--- config.mk ---
export PLATFORM = sky130hd
export DESIGN_NAME = exposure_sequencer
export DESIGN_NICKNAME = d
export VERILOG_FILES = /design/src/rtl/exposure_sequencer.sv
export SDC_FILE = /design/constraint.sdc
export NUM_CORES = 1
export LEC_CHECK = 0
export CAP_MARGIN = 10
export CORE_MARGIN = 5
export CORE_UTILIZATION = 64
export DETAILED_ROUTE_END_ITERATION = 16
export DONT_BUFFER_PORTS = 1
export GPL_ROUTABILITY_DRIVEN = 0
export GPL_TIMING_DRIVEN = 0
export PLACE_DENSITY = 0.81
export RECOVER_POWER = 100
export SYNTH_ARGS = -nofsm -noshare
export SYNTH_HDL_FRONTEND = slang
export SYNTH_SLANG_ARGS = --single-unit
--- constraint.sdc ---
create_clock -name clk -period 3.2 [get_ports clk]
set_input_delay 0.64 -clock clk [delete_from_list [all_inputs] [get_ports clk]]
set_output_delay 0.64 -clock clk [all_outputs]
set_load 0.02 [all_outputs]
--- src/rtl/exposure_sequencer.sv ---
// Laser exposure sequencer: fires PULSES_PER_FIELD pulses per field over FIELDS fields,
// stepping the stage between fields and aborting on interlock or early phase exit.
module exposure_sequencer #(
    parameter int unsigned FIELDS           = 4,
    parameter int unsigned PULSES_PER_FIELD = 8,
    parameter int unsigned PULSE_GAP        = 3,
    parameter int unsigned STEP_CYCLES      = 16
) (
    input  logic        clk,
    input  logic        reset,
    input  logic [3:0]  current_process,
    input  logic        interlock_sig,
    input  logic        source_ready,
    output logic        laser_fire,
    output logic        stage_step,
    output logic [7:0]  field_idx,
    output logic [7:0]  pulse_cnt,
    output logic [15:0] dose_total,
    output logic        expose_busy,
    output logic        expose_done,
    output logic        expose_abort
);

    typedef enum logic [2:0] {
        StIdle, StWaitSrc, StFire, StGap, StStep, StDone, StAbort
    } state_e;

    localparam logic [3:0] EXPOSE     = 4'd6;
    localparam logic [7:0] LAST_FIELD = 8'(FIELDS - 1);
    localparam logic [7:0] LAST_PULSE = 8'(PULSES_PER_FIELD - 1);
    localparam logic [7:0] GAP_LAST   = 8'(PULSE_GAP - 1);
    localparam logic [7:0] STEP_LAST  = 8'(STEP_CYCLES - 1);

    state_e      state_q, state_d;
    logic [3:0]  prev_process_q;
    logic        prev_valid_q;
    logic [7:0]  timer_q, timer_d;
    logic [7:0]  field_idx_q, field_idx_d;
    logic [7:0]  pulse_cnt_q, pulse_cnt_d;
    logic [15:0] dose_q, dose_d;

    logic in_expose, entry, abort_req, fire_ok, step_exit;

    // The first sample after reset is not a real "previous" phase, so a phase held at
    // EXPOSE across reset release is not mistaken for a fresh entry.
    assign in_expose = (current_process == EXPOSE);
    assign entry     = in_expose && prev_valid_q && (prev_process_q != EXPOSE);
    assign abort_req = interlock_sig || !in_expose;
    assign fire_ok   = (state_q == StFire) && !interlock_sig;
    assign step_exit = (state_q == StStep) && !abort_req && (timer_q == STEP_LAST);

    always_ff @(posedge clk or negedge reset) begin
        if (!reset) begin
            state_q        <= StIdle;
            prev_process_q <= 4'd0;
            prev_valid_q   <= 1'b0;
            timer_q        <= 8'd0;
            field_idx_q    <= 8'd0;
            pulse_cnt_q    <= 8'd0;
            dose_q         <= 16'd0;
        end else begin
            state_q        <= state_d;
            prev_process_q <= current_process;
            prev_valid_q   <= 1'b1;
            timer_q        <= timer_d;
            field_idx_q    <= field_idx_d;
            pulse_cnt_q    <= pulse_cnt_d;
            dose_q         <= dose_d;
        end
    end

    // Timer restarts at zero on every state change; zero marks a state's first cycle.
    always_comb begin
        state_d = state_q;
        timer_d = 8'd0;
        unique case (state_q)
            StIdle: begin
                if (entry) state_d = StWaitSrc;
            end
            StWaitSrc: begin
                if (abort_req)         state_d = StAbort;
                else if (source_ready) state_d = StFire;
            end
            StFire: begin
                if (abort_req)                       state_d = StAbort;
                else if (pulse_cnt_q != LAST_PULSE)  state_d = StGap;
                else if (field_idx_q == LAST_FIELD)  state_d = StDone;
                else                                 state_d = StStep;
            end
            StGap: begin
                if (abort_req)               state_d = StAbort;
                else if (timer_q == GAP_LAST) state_d = StWaitSrc;
                else                          timer_d = timer_q + 8'd1;
            end
            StStep: begin
                if (abort_req)                state_d = StAbort;
                else if (timer_q == STEP_LAST) state_d = StWaitSrc;
                else                           timer_d = timer_q + 8'd1;
            end
            StDone: begin
                if (!in_expose) state_d = StIdle;
                else            timer_d = 8'd1;
            end
            StAbort: begin
                if (!interlock_sig && !in_expose) state_d = StIdle;
            end
            default: state_d = StIdle;
        endcase
    end

    always_comb begin
        field_idx_d = field_idx_q;
        pulse_cnt_d = pulse_cnt_q;
        dose_d      = dose_q;
        if ((state_q == StIdle) && entry) begin
            field_idx_d = 8'd0;
            pulse_cnt_d = 8'd0;
            dose_d      = 16'd0;
        end
        if (fire_ok) begin
            pulse_cnt_d = pulse_cnt_q + 8'd1;
            if (dose_q != 16'hFFFF) dose_d = dose_q + 16'd1;
        end
        if (step_exit) begin
            field_idx_d = field_idx_q + 8'd1;
            pulse_cnt_d = 8'd0;
        end
    end

    always_comb begin
        laser_fire   = fire_ok;
        stage_step   = (state_q == StStep) && (timer_q == 8'd0);
        expose_done  = (state_q == StDone) && (timer_q == 8'd0);
        expose_busy  = (state_q == StWaitSrc) || (state_q == StFire) ||
                       (state_q == StGap) || (state_q == StStep);
        expose_abort = (state_q == StAbort);
        field_idx    = field_idx_q;
        pulse_cnt    = pulse_cnt_q;
        dose_total   = dose_q;
    end

endmodule
==> summary.md <==
| Metric | Value |
|---|---|
| Status | `finished clean` |
| Reg clk slew, reported paths | `90 ps` |
| Cells after Synth | `279` |
| Fin Setup TNS | `0 ps` |
| Met1 Routed Length | `2420 um` |
| Port bufs | `0` |
| Crit-path max FO | `10` |
| Post-Synth Adder-Cell Area | `0.0288` |
| HPWL Detailed | `3960 um` |
| Metal3 WL | `367 um` |
| Initial Utilization | `0.656` |
| Skew-Pair Late Insertion Delay | `300 ps` |
| Power Dens Cells | `607 nW/um^2` |
| Total CTS buffers | `5` |
| Total global routing overflow | `0` |
| Max_cap viols | `0` |
| Crit path launch type | `register` |
| Finished Layout Cells | `337` |
| Width of the die | `73.8 um` |
| Reg-to-Reg End | `pulse_cnt[7]` |
| Finish-stage setup viols | `0` |
| Mapped Area | `2600 um^2` |
| Final hold vios | `0` |
| Drt first pass iters | `4` |
| Sink Count | `48` |
| Routed Antenna Nets | `0` |
| CORE AREA | `3970 um^2` |
| Layout cell share with drive strength beyond 1 | `0.0383` |
| Max-slew violations | `0` |
| Main combinational cell family by area after synthesis | `simple AND/OR/NAND/NOR gates` |
| CTS tree | `done` |
| Worst hold path type | `primary input to async pin` |
| Share of synthesized area spent on multiplexers | `0.0312` |
| Crit Path Class | `register to output port` |
| Tcrit/Tclk final | `0.856` |
| Gr usage total | `0.220` |
| Reg2Reg Depth | `5` |
| H-Tree Depth | `2` |
| RSZ-0062 raised after global routing | `false` |
| Peak supply drop | `255 uV` |
| Post-Syn Nets | `293` |
| Lkg Pwr | `1.23 nW` |
| Synth unique cells | `55` |
| Syn_area_per_cell | `9.34 um^2` |
| Simple-gate area share of the yosys netlist | `0.275` |
| Post-synthesis compound-gate area fraction | `0.134` |
| Setup bufs post-CTS | `0` |
| Fmax achieved | `0.365 GHz` |
| Reg2Reg Setup Slack | `550 ps` |
| Sequential fraction of the synthesis area | `0.461` |
| DIE AREA | `5450 um^2` |
| Met2 wire length | `2720 um` |
| Vias in the first global route | `2,094` |
| P&R area growth vs syn | `5.19%` |
| Clock Path Buffers | `2` |
| Vias/cell | `6.34` |
| Post-route minimum period | `2740 ps` |
| Routed WL per cell | `16.6 um` |
| Post-synth EDFFs | `0` |
| IO Pins | `45` |
| DRT Wirelength | `5600 um` |
| Global-route wire length before repair | `9380 um` |
| Initial DRC count | `85` |
| Highest Signal Layer | `met4` |
| Final nets | `300` |
| Worst Clk Skew | `6.98 ps` |
| Actual slew at the worst max-slew pin | `1170 ps` |
| Antenna cell count | `0` |
| #FFs+latches synth | `48` |
| R2r startpoint | `state_q[2]` |
| Cells after DPL | `329` |
| Initial antenna violation count | `0` |
| Most used DFF post-synth | `dfrtp_1` |
| Cts hold-fix bufs | `0` |
| Crit path arrival time | `2100 ps` |
| Vias | `2,136` |
| FP Rows | `23` |
| Residual DRC | `0` |
| Die height | `73.8 um` |
| Fill count | `319` |
| Synth warnings | `0` |
| Resize count post-CTS | `0` |
| Root Buffer | `clkbuf_8` |
| Worst Setup SP | `state_q[2]` |
| Fraction of registers with async set/reset | `1.00` |
| Required @ worst endpoint | `2560 ps` |
| Largest net degree at the start of global routing | `49` |
| Worst Setup End Kind | `output port` |
| Post-synthesis xor/xnor area fraction | `0.0370` |
| Slew HR | `0.215` |
-- Yosys cell counts, types with 3 or more instances --
| library cell | count | area share |
|---|---|---|
| and3_1 | 9 | 0.022 |
| o21ai_1 | 9 | 0.017 |
| and4_1 | 3 | 0.010 |
| nor3_1 | 4 | 0.0077 |
| clkbuf_1 | 5 | 0.0072 |
| xor2_1 | 4 | 0.013 |
| nand4_1 | 8 | 0.019 |
| a31oi_1 | 3 | 0.0072 |
| o31ai_1 | 3 | 0.0086 |
| nor2_1 | 30 | 0.043 |
| xnor2_1 | 7 | 0.024 |
| o21ai_0 | 21 | 0.040 |
| mux2i_1 | 7 | 0.027 |
| a21oi_1 | 3 | 0.0058 |
| ha_1 | 6 | 0.029 |
| dfrtp_1 | 48 | 0.46 |
| nor4_1 | 3 | 0.0072 |
| nor2b_1 | 3 | 0.0072 |
| nand3_1 | 20 | 0.038 |
| nand2b_1 | 3 | 0.0072 |
| nand2_1 | 29 | 0.042 |
| inv_1 | 9 | 0.013 |
-- sequential cells by signal (all words and copies together) (netlist names) --
signal,cells
dose_total,16
field_idx,8
prev_process_q,4
prev_valid_q,1
pulse_cnt,8
state_q,3
timer_q,8
-- metrics by stage --
step | power [mW] | hold slack (ps) | util | setup slack, ps | cell area (um^2)
2_1_floorplan | 1.11 | 344 | - | 952 | 2610
3_3_place_gp | 1.19 | 346 | 0.672 | 745 | 2670
3_5_place_dp | 1.20 | 346 | 0.672 | 677 | 2670
4_1_cts | 1.68 | 12.8 | 0.704 | 724 | 2790
5_1_grt | 1.76 | 0.236 | 0.690 | 298 | 2740
6_report | 1.66 | 18.9 | 0.690 | 461 | 2740
-- kinds of logic after synthesis --
kind of cell	count (synthesis)
buf+inv	19
mux	8
simple gates	130
fa+ha+maj	6
xor+xnor	11
compound gates	56
other cells	1
flops	48
-- where the power goes --
part	internal [mW]	switching (mW)	leakage [nW]	total [mW]
registers	0.670	0.146	0.644	0.815
logic	0.128	0.239	0.522	0.368
clock network	0.276	0.205	0.0645	0.481
total	1.07	0.590	1.23	1.66
-- placed cells by master (no fill, tap or decap), drive strengths merged, types with 2 or more instances in the layout --
| cell | n |
|---|---|
| or4 | 3 |
| inv | 9 |
| nand2b | 3 |
| dfrtp | 48 |
| o21ai | 30 |
| clkbuf | 17 |
| nor4 | 6 |
| mux2i | 7 |
| a31oi | 3 |
| and3 | 9 |
| ha | 6 |
| xor2 | 4 |
| o31ai | 3 |
| or3 | 2 |
| a21oi | 4 |
| nor2 | 30 |
| nand3 | 21 |
| or4b | 2 |
| xnor2 | 7 |
| nor2b | 3 |
| o22ai | 2 |
| nand4 | 8 |
| and4 | 3 |
| nand2 | 29 |
| o21a | 2 |
| a22o | 2 |
| nor3 | 4 |
-- worst max-delay path, stage by stage (launching register included) --
cell and delay (ps):
dfrtp_1 430, or4b_1 510, clkbuf_1 190, inv_1 120
clkbuf_1 550
-- final cells by class --
cell class,count,area (um^2),share of cell area
clock buffers,7,96.3,0.0352
clock inverters,1,30.0,0.0110
well taps,50,62.6,0.0228
flip-flops and latches,48,1200,0.438
inverters,9,33.8,0.0123
plain buffers,10,37.5,0.0137
multi-input cells,212,1280,0.467
-- metal layers --
layer | vias up | track usage
met5 | - | 0
met4 | 0 | 0.0865
met3 | 14 | 0.0780
met2 | 65 | 0.349
met1 | 1034 | 0.271
li1 | 1023 | -
-- worst max-delay path by stage --
stage                         endpoint  slack [ps]  cells after the start
final                       laser_fire         460                      4
after global routing      field_idx[6]         300                      6
after CTS                   stage_step         720                      3
after detailed placement  pulse_cnt[5]         680                      6
after global placement    pulse_cnt[7]         750                      6
after floorplan             laser_fire         950                      4
No activity file was read; power rests on OpenSTA's default activity.
